[config.mk]
export PLATFORM = sky130hd
export DESIGN_NAME = uart_rx_cfg
export DESIGN_NICKNAME = d
export VERILOG_FILES = /design/src/rtl/uart_rx_cfg.sv
export SDC_FILE = /design/constraint.sdc
export NUM_CORES = 1
export LEC_CHECK = 0
export BUFFER_PORTS_ARGS = -buffer_cell sky130_fd_sc_hd__buf_4
export CELL_PAD_IN_SITES_DETAIL_PLACEMENT = 1
export CELL_PAD_IN_SITES_GLOBAL_PLACEMENT = 1
export CORE_MARGIN = 4
export CORE_UTILIZATION = 30
export CTS_BUF_LIST = sky130_fd_sc_hd__clkbuf_2 sky130_fd_sc_hd__clkbuf_4 sky130_fd_sc_hd__clkbuf_8
export DETAILED_ROUTE_END_ITERATION = 12
export PLACE_DENSITY_LB_ADDON = 0.1
export SYNTH_ARGS = -nofsm -noshare
export SYNTH_HDL_FRONTEND = slang
export SYNTH_SLANG_ARGS = --single-unit
[constraint.sdc]
create_clock -name clk -period 2.55 [get_ports clk]
set_input_delay 0.6375 -clock clk [delete_from_list [all_inputs] [get_ports clk]]
set_output_delay 0.6375 -clock clk [all_outputs]
set_load 0.02 [all_outputs]
[src/rtl/uart_rx_cfg.sv]
// uart_rx_cfg: parametrised UART receiver with parity/framing checks, break handling and a running checksum
// Ports: clk, rst (sync, active-high); i_serial async line (idle high);
//        o_data/o_valid/o_parity_err/o_frame_err frame result strobe; o_sum checksum of good payloads; o_idle line idle.
module uart_rx_cfg #(
  parameter int cycles_per_bit = 3,
  parameter int data_bits      = 8,
  parameter int parity_mode    = 0,
  parameter int stop_bits      = 1
) (
  input  logic                 clk,
  input  logic                 rst,
  input  logic                 i_serial,
  output logic [data_bits-1:0] o_data,
  output logic                 o_valid,
  output logic                 o_parity_err,
  output logic                 o_frame_err,
  output logic [31:0]          o_sum,
  output logic                 o_idle
);
  localparam int HALF = (cycles_per_bit - 1) / 2;
  typedef enum logic [2:0] {IDLE, START, DATA, PARITY, STOP, BREAK} state_t;
  state_t               state_q, state_d;
  logic [1:0]           sync_q;
  logic [15:0]          cnt_q, cnt_d;
  logic [3:0]           idx_q, idx_d;
  logic [data_bits-1:0] shift_q, shift_d, data_q, data_d;
  logic                 perr_q, perr_d, ferr_q, ferr_d;
  logic                 valid_q, valid_d, operr_q, operr_d, oferr_q, oferr_d;
  logic [31:0]          sum_q, sum_d;
  logic                 rx_s, tick;
  assign rx_s = sync_q[1];
  assign tick = cnt_q == 16'(cycles_per_bit - 1);
  always_comb begin
    state_d = state_q;
    cnt_d   = cnt_q + 16'd1;
    idx_d   = idx_q;
    shift_d = shift_q;
    perr_d  = perr_q;
    ferr_d  = ferr_q;
    data_d  = data_q;
    valid_d = 1'b0;
    operr_d = operr_q;
    oferr_d = oferr_q;
    sum_d   = sum_q;
    case (state_q)
      IDLE: begin
        cnt_d   = '0;
        idx_d   = '0;
        perr_d  = 1'b0;
        ferr_d  = 1'b0;
        state_d = rx_s ? IDLE : START;
      end
      START: if (cnt_q == 16'(HALF)) begin
        cnt_d   = '0;
        state_d = rx_s ? IDLE : DATA;
      end
      DATA: if (tick) begin
        cnt_d   = '0;
        shift_d = {rx_s, shift_q[data_bits-1:1]};
        idx_d   = idx_q + 4'd1;
        if (idx_q == 4'(data_bits - 1)) begin
          idx_d   = '0;
          state_d = (parity_mode != 0) ? PARITY : STOP;
        end
      end
      PARITY: if (tick) begin
        cnt_d   = '0;
        // odd mode expects the payload+parity XOR to be 1, even mode expects 0
        perr_d  = (^shift_q ^ rx_s) != (parity_mode == 1);
        state_d = STOP;
      end
      STOP: if (tick) begin
        cnt_d  = '0;
        ferr_d = ferr_q | ~rx_s;
        idx_d  = idx_q + 4'd1;
        if (idx_q == 4'(stop_bits - 1)) begin
          valid_d = 1'b1;
          data_d  = shift_q;
          operr_d = perr_q;
          oferr_d = ferr_d;
          sum_d   = (!perr_q && !ferr_d) ? sum_q + 32'(shift_q) : sum_q;
          // a line still low after a bad stop is a break: park until it rises
          state_d = (ferr_d && !rx_s) ? BREAK : IDLE;
        end
      end
      BREAK: begin
        cnt_d   = '0;
        state_d = rx_s ? IDLE : BREAK;
      end
      default: state_d = IDLE;
    endcase
  end
  always_ff @(posedge clk) begin
    if (rst) begin
      state_q <= IDLE;
      sync_q  <= 2'b11;
      cnt_q   <= '0;
      idx_q   <= '0;
      shift_q <= '0;
      perr_q  <= 1'b0;
      ferr_q  <= 1'b0;
      data_q  <= '0;
      valid_q <= 1'b0;
      operr_q <= 1'b0;
      oferr_q <= 1'b0;
      sum_q   <= '0;
    end else begin
      state_q <= state_d;
      sync_q  <= {sync_q[0], i_serial};
      cnt_q   <= cnt_d;
      idx_q   <= idx_d;
      shift_q <= shift_d;
      perr_q  <= perr_d;
      ferr_q  <= ferr_d;
      data_q  <= data_d;
      valid_q <= valid_d;
      operr_q <= operr_d;
      oferr_q <= oferr_d;
      sum_q   <= sum_d;
    end
  end
  assign o_data       = data_q;
  assign o_valid      = valid_q;
  assign o_parity_err = operr_q;
  assign o_frame_err  = oferr_q;
  assign o_sum        = sum_q;
  assign o_idle       = (state_q == IDLE) && rx_s;
endmodule

Word-level counts from Yosys, hierarchy flattened
Index checks and enable logic that the tools add are counted.

Input port bits: 3. Logic and storage cells: 79. Bits in registers: 78.

Equal/unequal tests: 14. Reductions and logical operators: 22. Bitwise operators: 5. Add/subtract/negate cells: 3. Muxes and demuxes: 23.

Operator list (count): $pmux 16 s3 (1); $add 32x8->32 (1); $mux 16 (2); $mux 3 (8); $pmux 3 s6 (1); $add 16x1->16 const B (1); $eq 16x1->1 const B (1); $eq 16x2->1 const B (1); $mux 4 (3); $ne 2x2->1 const B (6); $pmux 4 s3 (1); $reduce_xor 8->1 (1); $eq 3x2->1 const B (2); $eq 3x3->1 const B (2); $reduce_and 2->1 (3); $reduce_and 3->1 (2); $reduce_and 6->1 (1); $reduce_or 3->1 (2); $add 4x1->4 const B (1); $eq 4x3->1 const B (1); $logic_not 4->1 (1); $mux 1 (4); $pmux 1 s2 (2); $reduce_and 4->1 (1); 11 further kinds (18).

Depth between registers and ports, before layout
Depth after elaboration: 7. Mapped depth: 9.

Least setup slack after synthesis
Ideal clock, no wire load.

Path kind: reg2reg. Start point: register cnt_q[2]. End point: register idx_q[1]. Slack: 0.021 ns. Path buffers: 2. Arrival time: 2.442 ns. Stages on the path, launching flop included: 8. Library setup time: 0.087 ns. Clock period less this slack: 2.529 ns. Path through: dfxtp_1 > buf_6 > or4_4 > or4_4 > buf_6 > maj3_2 > or4b_1 > o31ai_1.

Longest elaborated chain between the ends: 3. Elaborated cells on any way between the ends: 4. Those cells by class: eq/ne: 3; reduce/logical: 1.

RTL lines: from (decl) (RTL line 24) `logic [15:0] cnt_q, cnt_d;`; from (signal assigned) (RTL line 110) `cnt_q <= cnt_d;`; $eq 16x2->1 (*) (RTL line 32) `assign tick = cnt_q == 16'(cycles_per_bit - 1);`; $ne 2x2->1 (no source line); $reduce_and 3->1 (no source line) (*); to (signal assigned) (RTL line 111) `idx_q <= idx_d;`; to (decl) (RTL line 25) `logic [3:0] idx_q, idx_d;`.

Every way passes the cells marked *; elsewhere a longest branch is shown, timed or not. A chain may end at the register's enable or synchronous reset.

Worst setup path after layout
Start point: register cnt_q[9]. End point: register idx_q[1].

The elaborated chain is that of the path after synthesis.

==> out/summary.log <==
qor: finish.net_count_reported_at_finish 547
qor: job.maxCapViolCount 0
qor: finish.design_area 5050 um^2
qor: floorplan.fp_rows 42
qor: drt.drt-wirelength-per-cell 15.8 um
qor: worst_setup_path.cp.required 2830 ps
qor: timing.setup_viol 0
qor: finish.layoutNonFillerInstCount 711
qor: timing.worst_clock_skew 12.4 ps
qor: synthesis.synthArstFlopShare 0%
qor: power.vdd.ir_drop.worst 0.223 mV
qor: power.total_leakage_power 1.87 nW
qor: global_routing.antenna_violations_before_repair 0
qor: global_routing.first_pass_grt_wire_length 18,600 um
qor: clocking.cts-buffers-inserted 9
qor: place.routability_congestion 0.768
qor: drt.drt-initial-drc-count 144
qor: synthesis.synth.top_cells.by_area sky130_fd_sc_hd__dfxtp_1 (38%), sky130_fd_sc_hd__mux2i_1 (5.9%), sky130_fd_sc_hd__nor2_1 (5.0%), sky130_fd_sc_hd__a21oi_1 (4.2%), sky130_fd_sc_hd__or4_1 (4.0%)
qor: clocking.cts_tree yes
qor: floorplan.fp.dieArea 15,500 um^2
qor: place.detailed_place.area 4770 um^2
qor: worst_setup_path.timing.setup.critical_path_class register to register
qor: synthesis.most_frequent_cell_after_synthesis sky130_fd_sc_hd__dfxtp_1
qor: clocking.clk_root_buffer_cell sky130_fd_sc_hd__clkbuf_8
qor: place.port-buffer-count 46
qor: synthesis.synth_largest_type_area_fraction 38.3%
qor: run_status.status finished clean
qor: synthesis.synthesis.yosys.warnings 0
qor: drt.drt_pass1_iterations 4
qor: global_routing.grt.overflow.total 0
qor: floorplan.start_util 30.7%
qor: synthesis.postSynth.topFlopCell sky130_fd_sc_hd__dfxtp_1
qor: synthesis.syn_area 4080 um^2
qor: drt.route.detailed.vias_per_inst 5.20
qor: timing.max_freq 405 MHz
qor: global_routing.grt_resource_usage_total 14.5%
qor: synthesis.synthesis.area_per_instance 8.76 um^2
qor: global_routing.first_global_vias 3,657
qor: synthesis.synth_seq_area_share 38.3%
qor: drt.detail_route.wirelength 11,200 um
qor: synthesis.synthDominantAreaCellType sky130_fd_sc_hd__dfxtp_1
qor: drt.route.detailed.drc 0
qor: timing.rsz0062_at_grt no
qor: place.placed_cells_incl_taps 693
qor: timing.report.final.slew_viol_count 0
qor: worst_setup_path.critical_path.startpoint_type register
qor: timing.worstMarginPinSlew 479 ps
qor: clocking.clk_latency 370 ps
qor: finish.fillerInstances 1,576
qor: clocking.cts-hold-fix-buffers 0
qor: worst_setup_path.crit_arrival 2750 ps
qor: clocking.numClockSinks 78
qor: synthesis.synth_cells 466
qor: power.pwr_density_cell 451 nW/um^2
qor: drt.route.antenna.remaining_nets 0
qor: timing.worst_slew_margin_rel 68.0%
qor: timing.period_needed 2470 ps
qor: floorplan.core_area 13,300 um^2
qor: synthesis.synth.distinct_cells 54
qor: synthesis.synth_fp_nets 483
qor: drt.via_count 3,695
qor: finish.area_growth_syn_to_layout 23.7%
qor: synthesis.synth-edff-count 0
qor: clocking.clkSlewWorstSetupHoldPaths 90 ps
qor: clocking.cts-root-to-sink-buffers 2
qor: power.power.total 2.28 mW
qor: worst_setup_path.timing.critical_path.fanout_max 5
qor: finish.final_layout_size_suffix_gt1_share 22.6%
qor: synthesis.ys_top_cells_by_count sky130_fd_sc_hd__dfxtp_1 (78), sky130_fd_sc_hd__nor2_1 (54), sky130_fd_sc_hd__a21oi_1 (34), sky130_fd_sc_hd__nand2_1 (25), sky130_fd_sc_hd__mux2i_1 (24)
qor: timing.fin_crit_sh 96.8%
qor: timing.final_hold_viol_count 0
qor: floorplan.fp.dieH 125 um
qor: finish.antenna_cells 0
qor: global_routing.pin_count_of_the_biggest_net_entering_global_routing 31
qor: synthesis.seq_cells_post_synth 78
qor: worst_setup_path.category_of_the_worst_setup_path_capture_point register
qor: floorplan.die_span_in_x 125 um
qor: floorplan.io_pins 47
qor: clocking.cts_max_level 3
qor: worst_hold_path.min_path_type register to register
qor: place.hpwl 8050 um
-- cells in the final DEF, fill, tap and decap left out, drive strengths merged, types with 2 or more instances in the layout --
master,Yosys,layout
xor2,12,12
nor4b,2,2
o31ai,21,21
mux2i,24,24
nand3b,5,5
and2,5,5
nand3,15,15
nor4,9,9
a21oi,34,34
mux2,5,5
xnor2,15,15
nand2,25,25
a21o,2,2
and4,6,6
ha,13,13
o211ai,4,4
buf,3,77
nor2b,8,8
nor2,55,55
nor3,9,9
or2,3,3
dfxtp,78,78
nand2b,4,4
and3,4,4
inv,11,12
clkbuf,21,10
or4b,2,2
or3,3,3
o21ai,11,11
or4,25,25
or3b,2,2
nand4,10,10
clkinv,0,3
a211oi,4,4
-- flip-flops by register name, summed over array words and instances, names as in the netlist --
| register | cells |
|---|---|
| cnt_q | 16 |
| ferr_q | 1 |
| idx_q | 4 |
| o_data | 8 |
| o_frame_err | 1 |
| o_parity_err | 1 |
| o_sum | 32 |
| o_valid | 1 |
| perr_q | 1 |
| shift_q | 8 |
| state_q | 3 |
| sync_q | 2 |
-- kinds of logic (layout without fill, tap and decap cells) --
group	Yosys count	in the layout	share of synthesized area [%]
buffers and inverters	35	104	3.62
DFF	78	78	38.3
muxes	29	29	7.27
adders and majority gates	15	15	4.75
xor gates and xnor gates	27	27	5.80
and+or+nand+nor	194	194	26.7
AOI/OAI and AO/OA	88	88	13.6
-- routing by layer --
metal	wire (um)	track usage, %
met4	114	3.87
met3	341	3.82
met1	5510	19.2
met5	0	0
met2	5240	23.3
-- critical path: stages, from the launching register on --
cell	delay [ps]
sky130_fd_sc_hd__dfxtp_1	310
sky130_fd_sc_hd__or4_1	600
sky130_fd_sc_hd__or4_4	550
sky130_fd_sc_hd__maj3_2	340
sky130_fd_sc_hd__or4b_1	510
sky130_fd_sc_hd__o31ai_1	80
-- timing repair --
item / CTS / global route
endpoints found under the setup margin: 1 / 18
buffers inserted: 0 / 2
pin swaps: 0 / 4
cloned: 0 / 0
gates resized for setup: 1 / 13
-- area by class of cell --
class	instances	area [um^2]	share of cell area, %
Multi-Input combinational cell	353	2420	48.0
Sequential cell	78	1570	31.0
Timing Repair Buffer	77	591	11.7
Tap cell	176	220	4.36
Clock buffer	10	138	2.73
Clock inverter	6	68.8	1.36
Inverter	11	41.3	0.818
-- path summary, 6_finish.rpt --
check / start / end / slack [ps] / depth (start not counted)
max: cnt_q[9] / idx_q[1] / 80 / 5
min: sync_q[0] / sync_q[1] / 420 / 1
max reg2reg: cnt_q[9] / idx_q[1] / 80 / 5
min reg2reg: sync_q[0] / sync_q[1] / 420 / 1
-- power by group --
part,switching [mW],internal [mW]
combinational,0.0459,0.0234
sequential,0.00176,1.22
clock,0.504,0.484
-- through the flow --
step                      hold WS (ps)  worst slack, ps  setup TNS, ps  util (%)
after floorplan                    389             21.2              0         -
after global placement             397              103              0      35.9
after detailed placement           399            -4.18          -4.18      35.9
after CTS                          423             8.49              0      37.4
after global routing               450             10.5              0      38.0
final                              418             82.0              0      38.0
No activity file was read; power rests on OpenSTA's default activity.
